**config.mk**
```make
export PLATFORM = sky130hd
export DESIGN_NAME = hazard_stall_controller
export DESIGN_NICKNAME = d
export VERILOG_FILES = /design/src/rtl/hazard_stall_controller.sv
export SDC_FILE = /design/constraint.sdc
export NUM_CORES = 1
export LEC_CHECK = 0
export BUFFER_PORTS_ARGS = -buffer_cell sky130_fd_sc_hd__buf_2
export CAP_MARGIN = 10
export CORE_ASPECT_RATIO = 0.9
export CORE_MARGIN = 2
export CORE_UTILIZATION = 53
export CTS_BUF_LIST = sky130_fd_sc_hd__clkbuf_4
export CTS_CLUSTER_DIAMETER = 150
export CTS_CLUSTER_SIZE = 40
export DETAILED_ROUTE_END_ITERATION = 10
export GPL_ROUTABILITY_DRIVEN = 0
export GPL_TIMING_DRIVEN = 1
export PLACE_DENSITY = 0.95
export SYNTH_ARGS = -nofsm -noshare
export SYNTH_HDL_FRONTEND = slang
export SYNTH_SLANG_ARGS = --single-unit
```
**constraint.sdc**
```tcl
create_clock -name clk -period 2.7 [get_ports clk]
set_input_delay 0.54 -clock clk [delete_from_list [all_inputs] [get_ports clk]]
set_output_delay 0.54 -clock clk [all_outputs]
set_load 0.05 [all_outputs]
```
**src/rtl/hazard_stall_controller.sv**
```systemverilog
// rtl/hazard_stall_controller.sv - load-use/branch hazard stalls, branch flush, multiply hold, perf counters
//
// Purpose: sequencing control for the 5-stage pipeline. Stalls PC and IF/ID and
// bubbles ID/EX on hazards the forwarding unit cannot cover, squashes IF/ID on
// taken branches and jumps, and freezes the front end while a multi-cycle
// multiply occupies EX. Counts stall cycles and flushes (saturating).
//
// Ports:
//   clk, rst_n                 clock, asynchronous active-low reset
//   ID_Rs, ID_Rt, ID_UsesRt    source operands of the instruction in ID
//   ID_Branch, ID_BranchTaken  conditional branch in ID and its ID-stage compare result
//   ID_Jump, ID_IsMul          unconditional jump / multiply in ID
//   EX_Dst, EX_RegWrite, EX_MemRead   destination info of the instruction in ID/EX
//   MEM_Dst, MEM_MemRead       destination info of the instruction in EX/MEM
//   PC_Write, IFID_Write, IDEX_Write  register enables
//   IFID_Flush, IDEX_Bubble, EXMEM_Bubble  squash / NOP-injection controls
//   Stall_Cycles, Flush_Count  saturating performance counters
module hazard_stall_controller #(
  parameter int MUL_LATENCY = 4,
  parameter int CNT_W       = 16
) (
  input  logic             clk,
  input  logic             rst_n,
  input  logic [4:0]       ID_Rs,
  input  logic [4:0]       ID_Rt,
  input  logic             ID_UsesRt,
  input  logic             ID_Branch,
  input  logic             ID_BranchTaken,
  input  logic             ID_Jump,
  input  logic             ID_IsMul,
  input  logic [4:0]       EX_Dst,
  input  logic             EX_RegWrite,
  input  logic             EX_MemRead,
  input  logic [4:0]       MEM_Dst,
  input  logic             MEM_MemRead,
  output logic             PC_Write,
  output logic             IFID_Write,
  output logic             IFID_Flush,
  output logic             IDEX_Write,
  output logic             IDEX_Bubble,
  output logic             EXMEM_Bubble,
  output logic [CNT_W-1:0] Stall_Cycles,
  output logic [CNT_W-1:0] Flush_Count
);

  typedef enum logic {RUN, MUL_BUSY} state_e;

  // The cycle that launches the multiply counts as its first EX cycle, so the
  // hold covers the remaining MUL_LATENCY-1 cycles.
  localparam logic [3:0] MUL_INIT = 4'(MUL_LATENCY - 1);
  localparam logic [CNT_W-1:0] CNT_MAX = {CNT_W{1'b1}};
  localparam logic [CNT_W-1:0] CNT_ONE = {{(CNT_W-1){1'b0}}, 1'b1};

  state_e           state_q, state_d;
  logic [3:0]       mul_cnt_q, mul_cnt_d;
  logic [CNT_W-1:0] stall_cnt_q, stall_cnt_d;
  logic [CNT_W-1:0] flush_cnt_q, flush_cnt_d;

  logic ex_match, mem_match;
  logic load_use, branch_alu, branch_load, stall;

  // Register 0 is hard-wired, so it never creates a dependency.
  always_comb begin
    ex_match  = (EX_Dst != 5'd0) &&
                ((EX_Dst == ID_Rs) || (ID_UsesRt && (EX_Dst == ID_Rt)));
    mem_match = (MEM_Dst != 5'd0) &&
                ((MEM_Dst == ID_Rs) || (ID_UsesRt && (MEM_Dst == ID_Rt)));
    load_use    = EX_MemRead && ex_match;
    // ALU results in EX are forwardable to EX but not to the ID-stage compare.
    branch_alu  = ID_Branch && EX_RegWrite && !EX_MemRead && ex_match;
    branch_load = ID_Branch && MEM_MemRead && mem_match;
    stall       = load_use || branch_alu || branch_load;
  end

  always_comb begin
    state_d      = state_q;
    mul_cnt_d    = mul_cnt_q;
    PC_Write     = 1'b1;
    IFID_Write   = 1'b1;
    IFID_Flush   = 1'b0;
    IDEX_Write   = 1'b1;
    IDEX_Bubble  = 1'b0;
    EXMEM_Bubble = 1'b0;

    case (state_q)
      RUN: begin
        if (stall) begin
          // Hold the dependent instruction in ID; its branch/jump/mul waits.
          PC_Write    = 1'b0;
          IFID_Write  = 1'b0;
          IDEX_Bubble = 1'b1;
        end else begin
          IFID_Flush = (ID_Branch && ID_BranchTaken) || ID_Jump;
          if (ID_IsMul && (MUL_LATENCY > 1)) begin
            state_d   = MUL_BUSY;
            mul_cnt_d = MUL_INIT;
          end
        end
      end
      MUL_BUSY: begin
        // Multiply keeps ID/EX; everything ahead of it is frozen.
        PC_Write     = 1'b0;
        IFID_Write   = 1'b0;
        IDEX_Write   = 1'b0;
        EXMEM_Bubble = 1'b1;
        mul_cnt_d    = mul_cnt_q - 4'd1;
        if (mul_cnt_q <= 4'd1) begin
          state_d = RUN;
        end
      end
      default: begin
        state_d   = RUN;
        mul_cnt_d = 4'd0;
      end
    endcase
  end

  always_comb begin
    stall_cnt_d = stall_cnt_q;
    flush_cnt_d = flush_cnt_q;
    if (!PC_Write && (stall_cnt_q != CNT_MAX)) begin
      stall_cnt_d = stall_cnt_q + CNT_ONE;
    end
    if (IFID_Flush && (flush_cnt_q != CNT_MAX)) begin
      flush_cnt_d = flush_cnt_q + CNT_ONE;
    end
  end

  always_ff @(posedge clk or negedge rst_n) begin
    if (!rst_n) begin
      state_q     <= RUN;
      mul_cnt_q   <= 4'd0;
      stall_cnt_q <= '0;
      flush_cnt_q <= '0;
    end else begin
      state_q     <= state_d;
      mul_cnt_q   <= mul_cnt_d;
      stall_cnt_q <= stall_cnt_d;
      flush_cnt_q <= flush_cnt_d;
    end
  end

  assign Stall_Cycles = stall_cnt_q;
  assign Flush_Count  = flush_cnt_q;

endmodule

```
# [Yosys cells after proc, flatten, opt, wreduce, memory -nomap -nowiden]
# Index checks and enable logic that the tools add are counted.
[totals] n_memories=0 reg_bits=37 wordCells=55 output_inout_bits=38 ramBits=0 latch_bits=0 rom_bits=0
[op_classes] magnitude_cmp=1 addsub=3 n_mux=15 bitwise=1 mul=0 reduce_logical=23 div=0 n_eq_ne=8 shift=0
[op_table] operator="16-bit by 1-bit adder with 16-bit output, second input constant" count=2
[op_table] operator="16-bit inequality test, second input constant" count=2
[op_table] operator="5-bit == test" count=4
[op_table] operator="1-bit logical AND" count=13
[op_table] operator="1-bit two-way mux" count=10
[op_table] operator="5-bit nonzero test" count=2
[op_table] operator="4-bit two-way mux" count=2
[op_table] operator="4-bit one-hot mux with 2 select lines" count=1
[op_table] operator="1-bit logical OR" count=5
[op_table] operator="4-bit by 1-bit less-or-equal comparator with 1-bit output, second input constant" count=1
[op_table] operator="2-bit inequality test, second input constant" count=2
[op_table] operator="1-bit one-hot mux with 2 select lines" count=2
[op_table] operator="4-bit by 1-bit subtractor with 4-bit output, second input constant" count=1
[op_table] operator="1-bit zero test" count=2
[op_table] operator="2-bit AND reduction" count=1
[op_table] operator="1-bit NOT" count=1

# [Longest topological paths before layout]
# Gate-level depths: netlist of run 1.
[logic_depth] depth_word=11 depth_mapped=7

# [Worst setup path before layout of run 1]
# No wires, ideal clock.
[synth_path] path_type="input-to-output" from="input MEM_Dst[0]" to="output IFID_Flush" n_path_buf=1 t_arrival_ps=2626 slack_ps=-466 path_stages=5 required_ps=2160 cell_sequence="or3_1 o311a_1 a221oi_4 buf_4 nor2b_1"
[synth_between] elab_chain_cells=8
[synth_rtl] item="from (decl)" line_no="34" source="input logic [4:0] MEM_Dst,"
[synth_rtl] item="5-bit == test" line_no="67" source="((MEM_Dst == ID_Rs) || (ID_UsesRt && (MEM_Dst == ID_Rt)));"
[synth_rtl] item="1-bit logical AND" line_no="67"
[synth_rtl] item="1-bit logical OR" line_no="67"
[synth_rtl] item="1-bit logical AND (*)" line_no="66" source="mem_match = (MEM_Dst != 5'd0) &&"
[synth_rtl] item="1-bit logical AND (*)" line_no="71" source="branch_load = ID_Branch && MEM_MemRead && mem_match;"
[synth_rtl] item="1-bit logical OR (*)" line_no="72" source="stall = load_use || branch_alu || branch_load;"
[synth_rtl] item="1-bit two-way mux (*)" line_no="87" source="if (stall) begin"
[synth_rtl] item="1-bit two-way mux (*)" line_no="85" source="case (state_q)"
[synth_rtl] item="to (decl)" line_no="38" source="output logic IFID_Flush,"
# Every way passes the cells marked *; elsewhere a longest branch is shown, timed or not.

# [Worst setup path after layout of run 1]
[layout_path] from="input MEM_Dst[1]" to="output PC_Write"
[layout_between] elab_chain_cells=8
[layout_rtl] item="5-bit == test" line_no="67"
[layout_rtl] item="1-bit logical AND" line_no="67"
[layout_rtl] item="1-bit logical OR" line_no="67"
[layout_rtl] item="1-bit logical AND (*)" line_no="66"
[layout_rtl] item="1-bit logical AND (*)" line_no="71"
[layout_rtl] item="1-bit logical OR (*)" line_no="72"
[layout_rtl] item="1-bit two-way mux (*)" line_no="87"
[layout_rtl] item="1-bit one-hot mux with 2 select lines (*)" line_no="85"
[layout_rtl] item="to (decl)" line_no="36" source="output logic PC_Write,"
# Marked as above.

==> results.json, run 1 <==
{
  "final_common_cell": "buf_2",
  "cts_root_buf": "clkbuf_4",
  "dp_slack_ps": 64.2,
  "skew_ps": 7.56,
  "synth_top_cell_by_area": "dfrtp_1",
  "dpl.hpwl_um": 3370,
  "critPathKind": "input pin to output pin",
  "finalSetupTns_ps": 0,
  "synthesis.nets": 241,
  "yosysUniqueCellTypes": 38,
  "setup_viol": 0,
  "report.power.total_mw": 2.18,
  "cts_setup_buffers": 0,
  "io-pin-count": 68,
  "htreeDepth": 2,
  "drt_iter0_markers": 94,
  "grt_max_degree": 38,
  "fin_crit_ps": 2640,
  "cts.sink_count": 37,
  "core_region_area_sq_mm": 0.00378,
  "fillCellCount": 332,
  "max_freq_mhz": 379,
  "area_growth_pct": 21.1,
  "netlist_instances": 207,
  "grt_pass1_wl_um": 7600,
  "drc": 0,
  "ant_nets": 0,
  "dieWidth_um": 70.8,
  "drive_gt1_share_pct": 31.0,
  "syn_avg_cell_area_sq_um": 10.3,
  "clk_path_buf_depth": 2,
  "dpl-instance-area_sq_mm": 0.00252,
  "gr-total-overflow": 0,
  "path_max_fanout": 7,
  "worstPathRequired_ps": 2160,
  "grt_pass1_vias": 1786,
  "wl_per_cell_um": 13.7,
  "maxCapViolCount": 0,
  "placementRows": 21,
  "drt-vias-per-instance": 5.59,
  "ir_worst_vdd_v": 0.000867,
  "hold_path_class": "input pin to async pin",
  "hold_viol": 0,
  "ys_async_sr_fraction_pct": 100,
  "routed_wl_um": 4490,
  "numCtsBuffers": 5,
  "antenna_found_initial": 0,
  "ys.flop_type": "dfrtp_1",
  "drv_slew": 0,
  "vias": 1828,
  "ys_ff_latch": 37,
  "rsz0062_at_grt": "true",
  "worst_slew_pin_slew_ps": 790,
  "first_pass_iters": 4,
  "track_usage_pct": 20.7,
  "finalInstanceArea_sq_mm": 0.00257,
  "dieArea_sq_mm": 0.00453,
  "clk_pin_slew_worst_paths_ps": 110,
  "holdBufCountCts": 0,
  "powerDensity_mw_per_mm2": 848,
  "n_antenna_cell": 0,
  "max_slew_margin_pct": 47.4,
  "yosys-top-cells-area": "dfrtp_1 44%, xnor2_1 14%, xor2_1 5.8%",
  "yosysWarnings": 0,
  "multiInputGateArea_sq_mm": 0.00114,
  "most-common-layout-cells": "67 x buf_2, 37 x dfrtp_1, 34 x xnor2_1",
  "dieHeight_um": 64.1,
  "crit_arrival_ps": 2100,
  "cts-resized-gates": 0,
  "worstSkewPairLatency_ps": 340,
  "setup_ws_ps": 63.6,
  "register_area_sq_um": 926,
  "start_util_pct": 56.2,
  "port_buffers": 67,
  "status": "finished, final reports clean",
  "syn_area_sq_mm": 0.00213,
  "synth-edff-count": 0,
  "leakage_nw": 1.29,
  "fin_crit_sh_pct": 97.6,
  "final_nets": 314,
  "netlist.area_leader.share_pct": 43.6,
  "tritoncts": "done",
  "startpoint_type": "input pin",
  "synth_seq_area_share_pct": 43.6,
  "cp-end-kind": "output pin"
}
-- critical path, stage by stage --
cell	delay, ps
buf_2	120
or3_1	340
o311a_1	360
a221oi_4	280
buf_4	190
buf_2	260
-- area by class of cell --
type | count | share of cell area, %
clock inverter | 3 | 0.486
sequential | 37 | 36.0
clock buffer | 5 | 1.46
timing repair buffer | 73 | 14.8
tap | 46 | 2.24
inverter | 6 | 0.875
multi-input combinational | 157 | 44.2
-- layer usage --
layer	vias to the layer above	global-route usage (%)	wire, um
met5	-	0	0
met4	0	8.02	68
met3	9	5.05	330
met2	71	35.0	2150
met1	867	25.6	1940
li1	881	-	-
-- sequential cells by signal, summed over array words and instances, names as in the netlist --
signal        cells
mul_cnt_q         4
state_q           1
Stall_Cycles     16
Flush_Count      16
-- logic make-up after synthesis --
family                     share of synthesized area, %
and+or+nand+nor                                    21.7
xor gates and xnor gates                           19.8
DFF                                                43.6
AOI/OAI and AO/OA                                  6.12
buffers and inverters                              3.30
muxes                                              3.18
adders and majority gates                          2.35
-- final timing paths --
| path | from | to | slack [ps] | depth (start not counted) |
|---|---|---|---|---|
| setup / recovery | MEM_Dst[1] | PC_Write | 60 | 6 |
| hold / removal | rst_n | Stall_Cycles[4] | 270 | 1 |
| setup reg to reg | Flush_Count[2] | Flush_Count[1] | 720 | 7 |
| hold reg to reg | Flush_Count[10] | Flush_Count[10] | 500 | 1 |
| max in group asynchronous | rst_n | state_q | 1930 | 1 |
| min in group clk | Flush_Count[10] | Flush_Count[10] | 500 | 1 |
-- power breakdown --
group          leakage [nW]  total [mW]  internal [mW]  switching [mW]
combinational         0.786        1.07          0.339           0.730
clock                0.0300       0.273         0.0942           0.179
sequential            0.477       0.841          0.685           0.156
-- per-stage QoR --
step	hold WS, ps	util, %	instances
floorplan	244	-	207
CTS	304	68.0	327
detailed placement	475	66.7	319
global route	335	68.0	327
global placement	469	66.7	319
finish	271	68.0	327
-- cells in the mapped netlist, types with 3 or more instances --
cell type,count
a21oi_1,4
and3_1,10
buf_4,3
dfrtp_1,37
ha_1,4
inv_1,6
mux2i_1,3
nand2_1,11
nand3_1,14
nand4_1,12
nor2_1,8
nor3_1,12
nor4_1,4
xnor2_1,34
xor2_1,14
Power figures use the tool's default switching activity.
==> run 2, diff against run 1 <==
CELL_PAD_IN_SITES_DETAIL_PLACEMENT = 0   (was not set)
CELL_PAD_IN_SITES_GLOBAL_PLACEMENT = 1   (was not set)
CORE_UTILIZATION = 40   (was 53)
==> results.json, run 2 (synthesized netlist as in run 1, its figures left out) <==
{
  "finalSetupTns_ps": 0,
  "routed_wl_um": 4720,
  "timing.rr.start": "Flush_Count[2]",
  "first_pass_iters": 4,
  "drv_slew": 0,
  "critPathKind": "input pin to output pin",
  "intPower_mw": 1.15,
  "numCtsBuffers": 5,
  "hold_path_class": "input pin to async pin",
  "p_sw_share_pct": 48.0,
  "drt_iter0_markers": 57,
  "start_util_pct": 40.9,
  "track_usage_pct": 16.7,
  "crit_end": "IFID_Flush",
  "reg2reg_slack_ps": 640,
  "path_max_fanout": 3,
  "worst_slew_pin_slew_ps": 814,
  "htreeDepth": 2,
  "clk_pin_slew_worst_paths_ps": 100,
  "combPwrFrac_pct": 49.5,
  "max_freq_mhz": 385,
  "antenna_found_initial": 0,
  "drc": 0,
  "maxCapViolCount": 0,
  "worstPathCellList": "buf_2, or3_1, o311a_1, a221oi_4, nor2b_4, clkbuf_4",
  "most-common-layout-cells": "64 x buf_2, 37 x dfrtp_1, 34 x xnor2_1",
  "cp-end-kind": "output pin",
  "io-pin-count": 68,
  "port_buffers": 67,
  "grt_pass1_vias": 1681,
  "leakage_nw": 1.29,
  "setup_ws_ps": 101,
  "rsz0062_at_grt": "false",
  "max_slew_margin_pct": 45.7,
  "dpl.hpwl_um": 3570,
  "area_growth_pct": 22.8,
  "grt_max_degree": 38,
  "hold_viol": 0,
  "cts.sink_count": 37,
  "powerDensity_mw_per_mm2": 849,
  "grt_pass1_wl_um": 7630,
  "cts_setup_buffers": 0,
  "drive_gt1_share_pct": 30.8,
  "p_clk_share_pct": 12.5,
  "critPathLaunch": "MEM_Dst[0]",
  "ant_nets": 0,
  "fin_crit_ps": 2600,
  "worstSkewPairLatency_ps": 340,
  "placementRows": 25,
  "vias": 1800,
  "pwr-share-seq_pct": 38.1,
  "p_sw_mw": 1.06,
  "crit_arrival_ps": 2060,
  "final_nets": 313,
  "holdBufCountCts": 0,
  "fillCellCount": 515,
  "cts-resized-gates": 0,
  "n_antenna_cell": 0,
  "status": "finished, final reports clean",
  "core_region_area_sq_mm": 0.00519,
  "startpoint_type": "input pin",
  "r2r-end": "Flush_Count[1]",
  "wl_per_cell_um": 13.6,
  "skew_ps": 2.63,
  "dieHeight_um": 73.2,
  "gr-total-overflow": 0,
  "dieWidth_um": 80.8,
  "cts_root_buf": "clkbuf_4",
  "fin_crit_sh_pct": 96.3,
  "ff2ff_path_depth": 7,
  "critPathMaxStageDelay_ps": 370,
  "tritoncts": "done",
  "ir_worst_vdd_v": 0.000816,
  "setup_viol": 0,
  "drt-vias-per-instance": 5.20,
  "crit_slowest_cell": "or3_1",
  "worstPathRequired_ps": 2160,
  "dp_slack_ps": 52.5,
  "clk_path_buf_depth": 2,
  "dieArea_sq_mm": 0.00591,
  "final_common_cell": "buf_2"
}
## run 2: changes by cell type in the layout (fill, tap and decap cells not counted), sizes merged
cell / delta
clkinv: -2
clkbuf: +4
buf: -4
## run 2: cell type report
| class | count | area, sq um | share of cell area (%) |
|---|---|---|---|
| clock inverters | 1 | 3.75 | 0.144 |
| multi-input cells | 157 | 1140 | 43.6 |
| flip-flops and latches | 37 | 926 | 35.5 |
| repair buffers | 72 | 393 | 15.0 |
| inverters | 6 | 22.5 | 0.862 |
| clock buffers | 6 | 45.0 | 1.72 |
| well taps | 67 | 83.8 | 3.21 |
## run 2: metal layers
metal | vias up | wire (um) | track usage [%]
met5 | - | 0 | 0
met4 | 0 | 58 | 5.46
met3 | 6 | 391 | 4.83
met2 | 60 | 2180 | 28.2
met1 | 853 | 2090 | 20.7
li1 | 881 | - | -
## run 2: worst min-delay path by stage
stage / to / slack (ps) / depth (start not counted)
2_1_floorplan: Flush_Count[0] / 240 / 0
3_5_place_dp: Stall_Cycles[15] / 480 / 1
6_report: Stall_Cycles[9] / 280 / 1
3_3_place_gp: Stall_Cycles[10] / 470 / 1
5_1_grt: Stall_Cycles[1] / 330 / 1
4_1_cts: Flush_Count[12] / 300 / 1
## run 2: worst max-delay path, delay by kind of cell
kind                   cells  cell delay, ps
AOI/OAI and AO/OA          2             620
buffers and inverters      2             350
and+or+nand+nor            2             540
## run 2: metrics by stage
stage               power [mW]  instances  area, sq um  util (%)  hold slack, ps
floorplan                 1.69        207         2140         -             244
global placement          1.93        339         2550      49.2             474
detailed placement        1.95        339         2550      49.2             483
CTS                       2.23        346         2600      50.1             303
global route              2.36        346         2610      50.3             332
finish                    2.22        346         2610      50.3             281
## run 2: power by group through the flow
stage,Combinational (mW),Clock (mW),Sequential [mW]
final,1.10,0.276,0.843
after global routing,1.18,0.319,0.867
after CTS,1.10,0.287,0.845
after detailed placement,1.10,0,0.854
after global placement,1.08,0,0.854
after floorplan,0.527,0,1.16
==> run 3, diff against run 2 <==
REMOVE_ABC_BUFFERS = 1   (was not set)
==> results.json, run 3 (synthesized netlist as in run 1, its figures left out) <==
{
  "crit_family": "compound AO/OA/AOI/OAI gates",
  "most-common-layout-cells": "64 x buf_2, 37 x dfrtp_1, 34 x xnor2_1",
  "track_usage_pct": 16.2,
  "grt_pass1_wl_um": 7620,
  "vias": 1828,
  "ir_worst_vdd_v": 0.000606,
  "clk_path_buf_depth": 2,
  "area_growth_pct": 22.5,
  "core_region_area_sq_mm": 0.00519,
  "r2r-end": "Stall_Cycles[1]",
  "dpl.hpwl_um": 3590,
  "drive_gt1_share_pct": 31.3,
  "rsz0062_at_grt": "false",
  "cts.sink_count": 37,
  "crit_arrival_ps": 2040,
  "finalSetupTns_ps": 0,
  "cp-end-kind": "output pin",
  "cts_root_buf": "clkbuf_4",
  "ff2ff_path_depth": 7,
  "fin_crit_sh_pct": 95.7,
  "io-pin-count": 68,
  "instances_no_fill": 348,
  "clk_pin_slew_worst_paths_ps": 110,
  "port_buffers": 67,
  "drt_iter0_markers": 88,
  "ant_nets": 0,
  "dieWidth_um": 80.8,
  "critPathKind": "input pin to output pin",
  "routed_wl_um": 4710,
  "first_pass_iters": 4,
  "startpoint_type": "input pin",
  "fin_crit_ps": 2580,
  "n_antenna_cell": 0,
  "numCtsBuffers": 5,
  "worst_slew_pin_slew_ps": 812,
  "skew_ps": 11.7,
  "hold_viol": 0,
  "path_max_fanout": 4,
  "worstPathBufferInverterCount": 3,
  "leakage_nw": 1.30,
  "grt_pass1_vias": 1701,
  "tritoncts": "done",
  "reg2reg_slack_ps": 740,
  "powerDensity_mw_per_mm2": 850,
  "worstPathRequired_ps": 2160,
  "start_util_pct": 40.9,
  "fillCellCount": 516,
  "crit_slowest_cell": "or3_1",
  "max_slew_margin_pct": 45.9,
  "placementRows": 25,
  "hold_path_class": "input pin to async pin",
  "holdBufCountCts": 0,
  "antenna_found_initial": 0,
  "critPathMaxStageDelay_ps": 360,
  "grt_max_degree": 38,
  "final_nets": 314,
  "wl_per_cell_um": 13.5,
  "worstPathCellList": "buf_2, or3_1, o311a_1, a221oi_4, buf_4, clkbuf_4",
  "cts_setup_buffers": 0,
  "drt-vias-per-instance": 5.25,
  "placed_cells": 340,
  "drc": 0,
  "report.power.total_mw": 2.21,
  "htreeDepth": 2,
  "drv_slew": 0,
  "max_freq_mhz": 387,
  "dieArea_sq_mm": 0.00591,
  "status": "finished, final reports clean",
  "dieHeight_um": 73.2,
  "maxCapViolCount": 0,
  "timing.rr.start": "Stall_Cycles[0]",
  "gr-total-overflow": 0,
  "final_common_cell": "buf_2",
  "worstSkewPairLatency_ps": 340,
  "setup_viol": 0
}
run 3: cell types whose count changed in the layout (fill, tap and decap cells not counted):
cell,change
buf_4,+2
clkinv_2,+2
buf_12,-1
clkinv_1,-1
nor2b_1,+1
nor2b_4,-1
run 3: through the flow:
step	setup slack (ps)	hold slack [ps]	area, sq um	util, %
2_1_floorplan	-1340	244	2080	-
3_3_place_gp	87.5	472	2540	49.0
3_5_place_dp	78.1	480	2540	49.0
4_1_cts	75.9	309	2600	50.0
5_1_grt	26.1	334	2610	50.2
6_report	116	284	2610	50.2
run 3: report_power, final:
part / switching [mW] / internal, mW / leakage [nW]
Sequential: 0.156 / 0.685 / 0.477
Combinational: 0.734 / 0.351 / 0.783
Clock: 0.179 / 0.109 / 0.0354
Total: 1.07 / 1.15 / 1.30
run 3: worst reg2reg max path: stages (launching register included):
cell and delay [ps]:
dfrtp_1 440, ha_1 190, nand3_1 120, or2_2 350, nor3_1 160, buf_4 230, nor2_1 90, mux2_2 270
run 3: what timing repair did:
item	in CTS	in global routing
hold endpoints to repair	0	0
endpoints found under the setup margin	0	3
resized for setup	0	3
run 3: worst max-delay path by stage:
stage	from	to	slack, ps	cells past startpoint
2_1_floorplan	MEM_Dst[0]	IFID_Flush	-1340	4
3_3_place_gp	MEM_Dst[0]	IFID_Write	90	6
3_5_place_dp	MEM_Dst[0]	PC_Write	80	6
4_1_cts	MEM_Dst[0]	PC_Write	80	6
5_1_grt	MEM_Dst[0]	IFID_Flush	30	6
6_report	MEM_Dst[0]	PC_Write	120	6
run 3: cell type report:
cell class	instances	area, sq um	share of cell area (%)
clock buffers	6	45.0	1.73
clock inverters	2	10.0	0.384
inverters	6	22.5	0.865
multi-input cells	157	1130	43.4
flip-flops and latches	37	926	35.5
well taps	67	83.8	3.22
repair buffers	73	388	14.9
run 3: metal layers:
metal	up-vias	part of all wire (%)	track usage, %
met3	13	3.6	2.72
met2	41	47	26.2
met5	-	0	0
met1	892	48	22.6
met4	0	1.6	4.52
li1	882	-	-
